--- src/rtl/i2s_rx.sv ---
// I2S capture path: oversamples the asynchronous codec pins on clk and delivers
// each complete left/right pair as parallel signed samples with a one-cycle strobe.
module i2s_rx #(
  parameter int BITSIZE = 16
) (
  input  logic               clk,
  input  logic               reset,
  input  logic               bclk,
  input  logic               lrclk,
  input  logic               sdata,
  output logic [BITSIZE-1:0] left_chan,
  output logic [BITSIZE-1:0] right_chan,
  output logic               valid,
  output logic               frame_err
);

  localparam int CNT_W = $clog2(BITSIZE + 1);

  typedef enum logic [1:0] {
    ST_HUNT  = 2'd0,
    ST_SHIFT = 2'd1,
    ST_WAIT  = 2'd2
  } state_t;

  logic               bclk_sync1_r;
  logic               bclk_sync2_r;
  logic               bclk_sync3_r;
  logic               lrclk_sync1_r;
  logic               lrclk_sync2_r;
  logic               sdata_sync1_r;
  logic               sdata_sync2_r;

  state_t             state_r;
  logic [CNT_W-1:0]   cnt_r;
  logic [BITSIZE-1:0] shift_r;
  logic [BITSIZE-1:0] hold_r;
  logic               lr_prev_r;
  logic               chan_r;
  logic               left_ok_r;

  logic               rise_s;
  logic               lr_s;
  logic               d_s;
  logic               edge_s;
  logic [CNT_W-1:0]   cnt_next_s;
  logic               word_done_s;
  logic [BITSIZE-1:0] word_s;

  // Two-flop synchronisers on all pins; a third bclk stage gives rise detection.
  // lrclk/sdata share bclk's depth so they are captured with the rise they belong to.
  always_ff @(posedge clk) begin
    if (reset) begin
      bclk_sync1_r  <= 1'b0;
      bclk_sync2_r  <= 1'b0;
      bclk_sync3_r  <= 1'b0;
      lrclk_sync1_r <= 1'b0;
      lrclk_sync2_r <= 1'b0;
      sdata_sync1_r <= 1'b0;
      sdata_sync2_r <= 1'b0;
    end else begin
      bclk_sync1_r  <= bclk;
      bclk_sync2_r  <= bclk_sync1_r;
      bclk_sync3_r  <= bclk_sync2_r;
      lrclk_sync1_r <= lrclk;
      lrclk_sync2_r <= lrclk_sync1_r;
      sdata_sync1_r <= sdata;
      sdata_sync2_r <= sdata_sync1_r;
    end
  end

  // Per-rise decode: word-select edge detection and the next shift-register value.
  always_comb begin
    rise_s      = bclk_sync2_r & ~bclk_sync3_r;
    lr_s        = lrclk_sync2_r;
    d_s         = sdata_sync2_r;
    edge_s      = lr_s ^ lr_prev_r;
    cnt_next_s  = cnt_r + {{(CNT_W-1){1'b0}}, 1'b1};
    word_done_s = (cnt_next_s == CNT_W'(BITSIZE));
    word_s      = {shift_r[BITSIZE-2:0], d_s};
  end

  // Frame tracking FSM with registered sample outputs and status strobes.
  always_ff @(posedge clk) begin
    if (reset) begin
      state_r    <= ST_HUNT;
      cnt_r      <= '0;
      shift_r    <= '0;
      hold_r     <= '0;
      lr_prev_r  <= 1'b0;
      chan_r     <= 1'b0;
      left_ok_r  <= 1'b0;
      left_chan  <= '0;
      right_chan <= '0;
      valid      <= 1'b0;
      frame_err  <= 1'b0;
    end else begin
      valid     <= 1'b0;
      frame_err <= 1'b0;
      if (rise_s) begin
        lr_prev_r <= lr_s;
        case (state_r)
          ST_HUNT: begin
            if (edge_s) begin
              state_r <= ST_SHIFT;
              cnt_r   <= '0;
              chan_r  <= lr_s;
            end
          end
          ST_SHIFT: begin
            // An edge here means the slot ended before a full word arrived.
            if (edge_s) begin
              frame_err <= 1'b1;
              left_ok_r <= 1'b0;
              cnt_r     <= '0;
              chan_r    <= lr_s;
            end else begin
              shift_r <= word_s;
              cnt_r   <= cnt_next_s;
              if (word_done_s) begin
                state_r <= ST_WAIT;
                if (!chan_r) begin
                  hold_r    <= word_s;
                  left_ok_r <= 1'b1;
                end else if (left_ok_r) begin
                  left_chan  <= hold_r;
                  right_chan <= word_s;
                  valid      <= 1'b1;
                  left_ok_r  <= 1'b0;
                end
              end
            end
          end
          ST_WAIT: begin
            if (edge_s) begin
              state_r <= ST_SHIFT;
              cnt_r   <= '0;
              chan_r  <= lr_s;
            end
          end
          default: begin
            state_r <= ST_HUNT;
            cnt_r   <= '0;
          end
        endcase
      end
    end
  end

endmodule

--- config.mk ---
export PLATFORM = sky130hd
export DESIGN_NAME = i2s_rx
export DESIGN_NICKNAME = d
export VERILOG_FILES = /design/src/rtl/i2s_rx.sv
export SDC_FILE = /design/constraint.sdc
export NUM_CORES = 1
export LEC_CHECK = 0
export ABC_AREA = 1
export CAP_MARGIN = 20
export CORE_ASPECT_RATIO = 0.5
export CORE_UTILIZATION = 50
export DETAILED_ROUTE_END_ITERATION = 10
export GPL_ROUTABILITY_DRIVEN = 0
export PLACE_DENSITY = 0.77
export SYNTH_ARGS = -nofsm -noshare
export SYNTH_HDL_FRONTEND = slang
export SYNTH_SLANG_ARGS = --single-unit
--- constraint.sdc ---
create_clock -name clk -period 1.4 [get_ports clk]
set_input_delay 0.21 -clock clk [delete_from_list [all_inputs] [get_ports clk]]
set_output_delay 0.21 -clock clk [all_outputs]
set_load 0.05 [all_outputs]
After elaboration in Yosys (flattened, before gate mapping). Index checks and enable logic that the tools add are counted.

Output and inout port bits: 34. Bits of input ports: 5. Memories kept: 0. RAM bits: 0. Word-level logic and storage cells: 58. Register bits after elaboration: 82. Memory bits (read-only): 0. Bits in latches: 0.

Equal/unequal tests: 6. Div/mod/pow operators: 0. Bitwise logic cells: 8. Multiply operators: 0. Mux-type cells: 12. $lt $le $gt $ge: 0. $add $sub $neg: 1. Shifts and indexed selects: 0. Reduce and logical (&&, ||, !) cells: 13.

Operators with widths (number): $mux W5 (2); $pmux W5 S2 (1); $reduce_and A3 Y1 (3); $mux W2 (3); $not A1 Y1 (6); $reduce_and A6 Y1 (1); $reduce_or A3 Y1 (2); $reduce_or A6 Y1 (1); $add A5 B1 Y5 const B (1); $eq A5 B5 Y1 const B (1); $mux W1 (5); $reduce_and A5 Y1 (1); $ne A2 B2 Y1 const B (2); $pmux W2 S2 (1); $reduce_and A4 Y1 (1); $eq A2 B1 Y1 const B (1); $eq A2 B2 Y1 const B (1); $logic_not A2 Y1 (1); $ne A2 B1 Y1 const B (1); $reduce_and A2 Y1 (1); $reduce_bool A2 Y1 (1); $reduce_or A2 Y1 (1); $and A1 B1 Y1 (1); $xor A1 B1 Y1 (1).

Depth between registers and ports, before layout.
Depth in word-level cells: 5. Depth in mapped cells: 10. Mapped depth without buffers: 9.

Worst setup path before layout. No wires, ideal clock.

Path type: register -> register. Start point: reg cnt_r[1]. End point: reg right_chan[10]. Data required time: 1286 ps. Clock period less this slack: 1489 ps. Path slack: -89 ps. Path buffers: 1. Setup time: 114 ps. Data arrival time: 1375 ps. Stages on the path, launching flop included: 10. Path through: dfxtp_1 ha_1 nand4_1 nand2_2 inv_1 nor2_4 buf_2 nand3_1 nand2_1 nor2_1.

Word-level cells in the longest chain between the ends: 3.

Ends and longest elaborated chain: from (decl) (line 34) `logic [CNT_W-1:0] cnt_r;`; from (signal assigned) (line 118) `cnt_r <= cnt_next_s;`; $add A5 B1 Y5 (line 77) `cnt_next_s = cnt_r + {{(CNT_W-1){1'b0}}, 1'b1};`; $eq A5 B5 Y1 (line 78) `word_done_s = (cnt_next_s == CNT_W'(BITSIZE));`; $reduce_and A6 Y1 (no source line); to (signal assigned) (line 126) `right_chan <= word_s;`; to (decl) (line 12) `output logic [BITSIZE-1:0] right_chan,`.

Every way passes these cells. A chain may end at the register's enable or synchronous reset.

Worst setup path in the final report.
Start point: reg cnt_r[2]. End point: reg right_chan[1].

The elaborated chain is that of the path after synthesis.

==> flow_metrics.env <==
export IMPL_ys_seq_area_frac=0.483
export IMPL_antenna_left=0
export IMPL_die_area_um2=7150
export IMPL_ir_drop_mv=1.02
export IMPL_cts_root_buffer="clkbuf_16"
export IMPL_wl_um=12600
export IMPL_p_leak_nw=2.12
export IMPL_rsz0062_at_grt="true"
export IMPL_outcome="finished with violations"
export IMPL_most_common_layout_cells="dfxtp_1, nor2_1, nand2_1, inv_1, buf_12"
export IMPL_grt_antenna_before_repair=0
export IMPL_cts_buffers=9
export IMPL_critPathRequiredTime_ps=1670
export IMPL_violations="setup timing"
export IMPL_via_count=3652
export IMPL_viasPerCell=5.82
export IMPL_rows=20
export IMPL_rrSetupSlack_ps=-320
export IMPL_ioPinCount=39
export IMPL_hold_depth=3
export IMPL_crit_arrival_ps=2000
export IMPL_fin_hold_ws_ps=383
export IMPL_io_buffers=38
export IMPL_timing_rr_end="right_chan[1]"
export IMPL_antenna_cells=0
export IMPL_fin_skew_ps=9.49
export IMPL_cp_max_fo=8
export IMPL_drv_slew=0
export IMPL_syn_avg_cell_area_um2=7.41
export IMPL_syn_nets=464
export IMPL_finalHoldViolations=0
export IMPL_grt_start_max_net_pins=53
export IMPL_grt_usage=0.279
export IMPL_syn_area_um2=3400
export IMPL_core_area_um2=6310
export IMPL_wl_per_cell_um=20.0
export IMPL_pwr_density_cell_nw_per_um2=935
export IMPL_fin_crit_ps=1720
export IMPL_cts_max_path_buffers=2
export IMPL_overflow=0
export IMPL_ys_ff_latch=82
export IMPL_hold_end="sdata_sync1_r"
export IMPL_min_period_over_period=1.23
export IMPL_rr_startpoint="cnt_r[2]"
export IMPL_syn_inst=458
export IMPL_hold_path_class="in -> reg"
export IMPL_maxSlewHeadroom=0.704
export IMPL_cap_violations=0
export IMPL_layout_cells_most_common="dfxtp_1"
export IMPL_seq_area_um2=1660
export IMPL_drtIter0Drc=543
export IMPL_tns_ps=-12850
export IMPL_ys_warnings_count=0
export IMPL_min_delay_start="sdata"
export IMPL_ff2ff_path_depth=10
export IMPL_cts_sinks=82
export IMPL_drtPass1Iterations=5
export IMPL_initial_core_util=0.538
export IMPL_grt_pass1_wl_um=15000
export IMPL_die_width_um=119
export IMPL_max_slew_worst_pin_slew_ps=444
export IMPL_end_kind="register"
export IMPL_syn2layout_area_growth_pct=58.1
export IMPL_grt_pass1_vias=3183
export IMPL_layout_drive_gt1_share=0.356
export IMPL_htreeDepth=3
export IMPL_layout_nets=541
export IMPL_crit_type="reg -> reg"
export IMPL_drc=0
export IMPL_tritoncts="yes"
export IMPL_fin_ws_ps=-321
export IMPL_fmax_mhz=581
export IMPL_multiInputGateArea_um2=1720
export IMPL_fillerInstances=297
export IMPL_synth_cell_types=28
export IMPL_place_inst=583
export IMPL_clk_insertion_delay_late_ps=350
export IMPL_path_clk_slew_ps=60
export IMPL_die_h_um=60.3
export IMPL_final_cells=628
export IMPL_startpoint_type="register"
export IMPL_setup_viol=67
export IMPL_dpl_hpwl_um=4760
## critical path: stages (launching register included)
cell       delay, ps
dfxtp_2          360
buf_4            150
nand4_1          140
nand2_2          110
nor2_4           190
nand2_8           80
nor2_4           110
buf_12           150
clkbuf_16        180
nor2_2            40
nor2_1           130
## through the flow
stage	area, µm²	total power [mW]	util	setup WS, ps
floorplan	3420	2.49	-	-17.6
global placement	4330	2.54	0.687	-59.5
detailed placement	4330	2.54	0.687	-165
CTS	4950	4.96	0.785	-134
global route	5370	5.13	0.852	-378
finish	5370	5.02	0.852	-321
## what timing repair did
action,CTS,global route
gates cloned,5,5
pin swaps,17,40
hold buffers,0,0
setup buffers,10,13
resized for setup,37,88
setup endpoints to repair,56,67
## registers in the layout, summed over array words and instances, names as in the netlist, 2 cells and up
signal and flops:
hold_r 16, left_chan 16, right_chan 16, shift_r 15, cnt_r 5, state_r 2
## cell type report
class                   instances  share of cell area
well taps                      88              0.0205
multi-input cells             301               0.320
flip-flops and latches         82               0.308
repair buffers                 88               0.255
clock inverters                 4             0.00909
clock buffers                  12              0.0496
inverters                      53              0.0380
## per-layer routing
layer | part of all wire | global-route usage | vias to the layer above
met1 | 0.37 | 0.315 | 1710
li1 | - | - | 1589
met4 | 0.063 | 0.141 | 0
met5 | 0 | 0 | -
met3 | 0.093 | 0.0792 | 88
met2 | 0.47 | 0.501 | 265
## synth_stat cells
master    count  area share
o21ai_1       1      0.0015
nand3_4       2       0.010
nand4_1       4      0.0074
nand2_1      74       0.082
a21boi_0      1      0.0022
buf_4         2      0.0044
nor2_2        2      0.0037
inv_1        50       0.055
nand3_1      34       0.050
nand2_4       1      0.0033
buf_6         4       0.013
nor2_4        4       0.013
dfxtp_1      82        0.48
nand3_2       1      0.0029
nor3_1        2      0.0029
a21oi_2       1      0.0026
buf_1         5      0.0055
nand2_2       4      0.0074
o21ai_0      20       0.029
a21oi_1      24       0.035
clkbuf_1      5      0.0055
inv_2         3      0.0033
o21bai_1     16       0.035
o211ai_1      1      0.0022
nor2_1      105        0.12
nor2_8        1      0.0059
ha_1          1      0.0037
buf_2         8       0.012
## worst max path at each step
stage	startpoint	to	slack (ps)	depth (start not counted)
after global routing	cnt_r[1]	right_chan[14]	-380	10
after global placement	cnt_r[0]	right_chan[9]	-60	9
after detailed placement	cnt_r[0]	left_chan[12]	-170	9
after floorplan	cnt_r[0]	right_chan[10]	-20	9
after CTS	cnt_r[1]	left_chan[3]	-130	11
final	cnt_r[2]	right_chan[1]	-320	10
## power by group
| part | total (mW) | switching [mW] | internal (mW) |
|---|---|---|---|
| registers | 2.35 | 0.0113 | 2.34 |
| clock network | 2.51 | 0.983 | 1.52 |
| logic | 0.156 | 0.0968 | 0.0594 |
| total | 5.02 | 1.09 | 3.93 |
## cell families (layout without fill, tap and decap cells)
kind of cell | after synthesis | after routing | share of synthesized area
buf+inv | 77 | 157 | 0.0991
flops | 82 | 82 | 0.483
compound gates | 64 | 64 | 0.109
fa+ha+maj | 1 | 1 | 0.00368
simple gates | 234 | 236 | 0.305
Power figures use the tool's default switching activity.
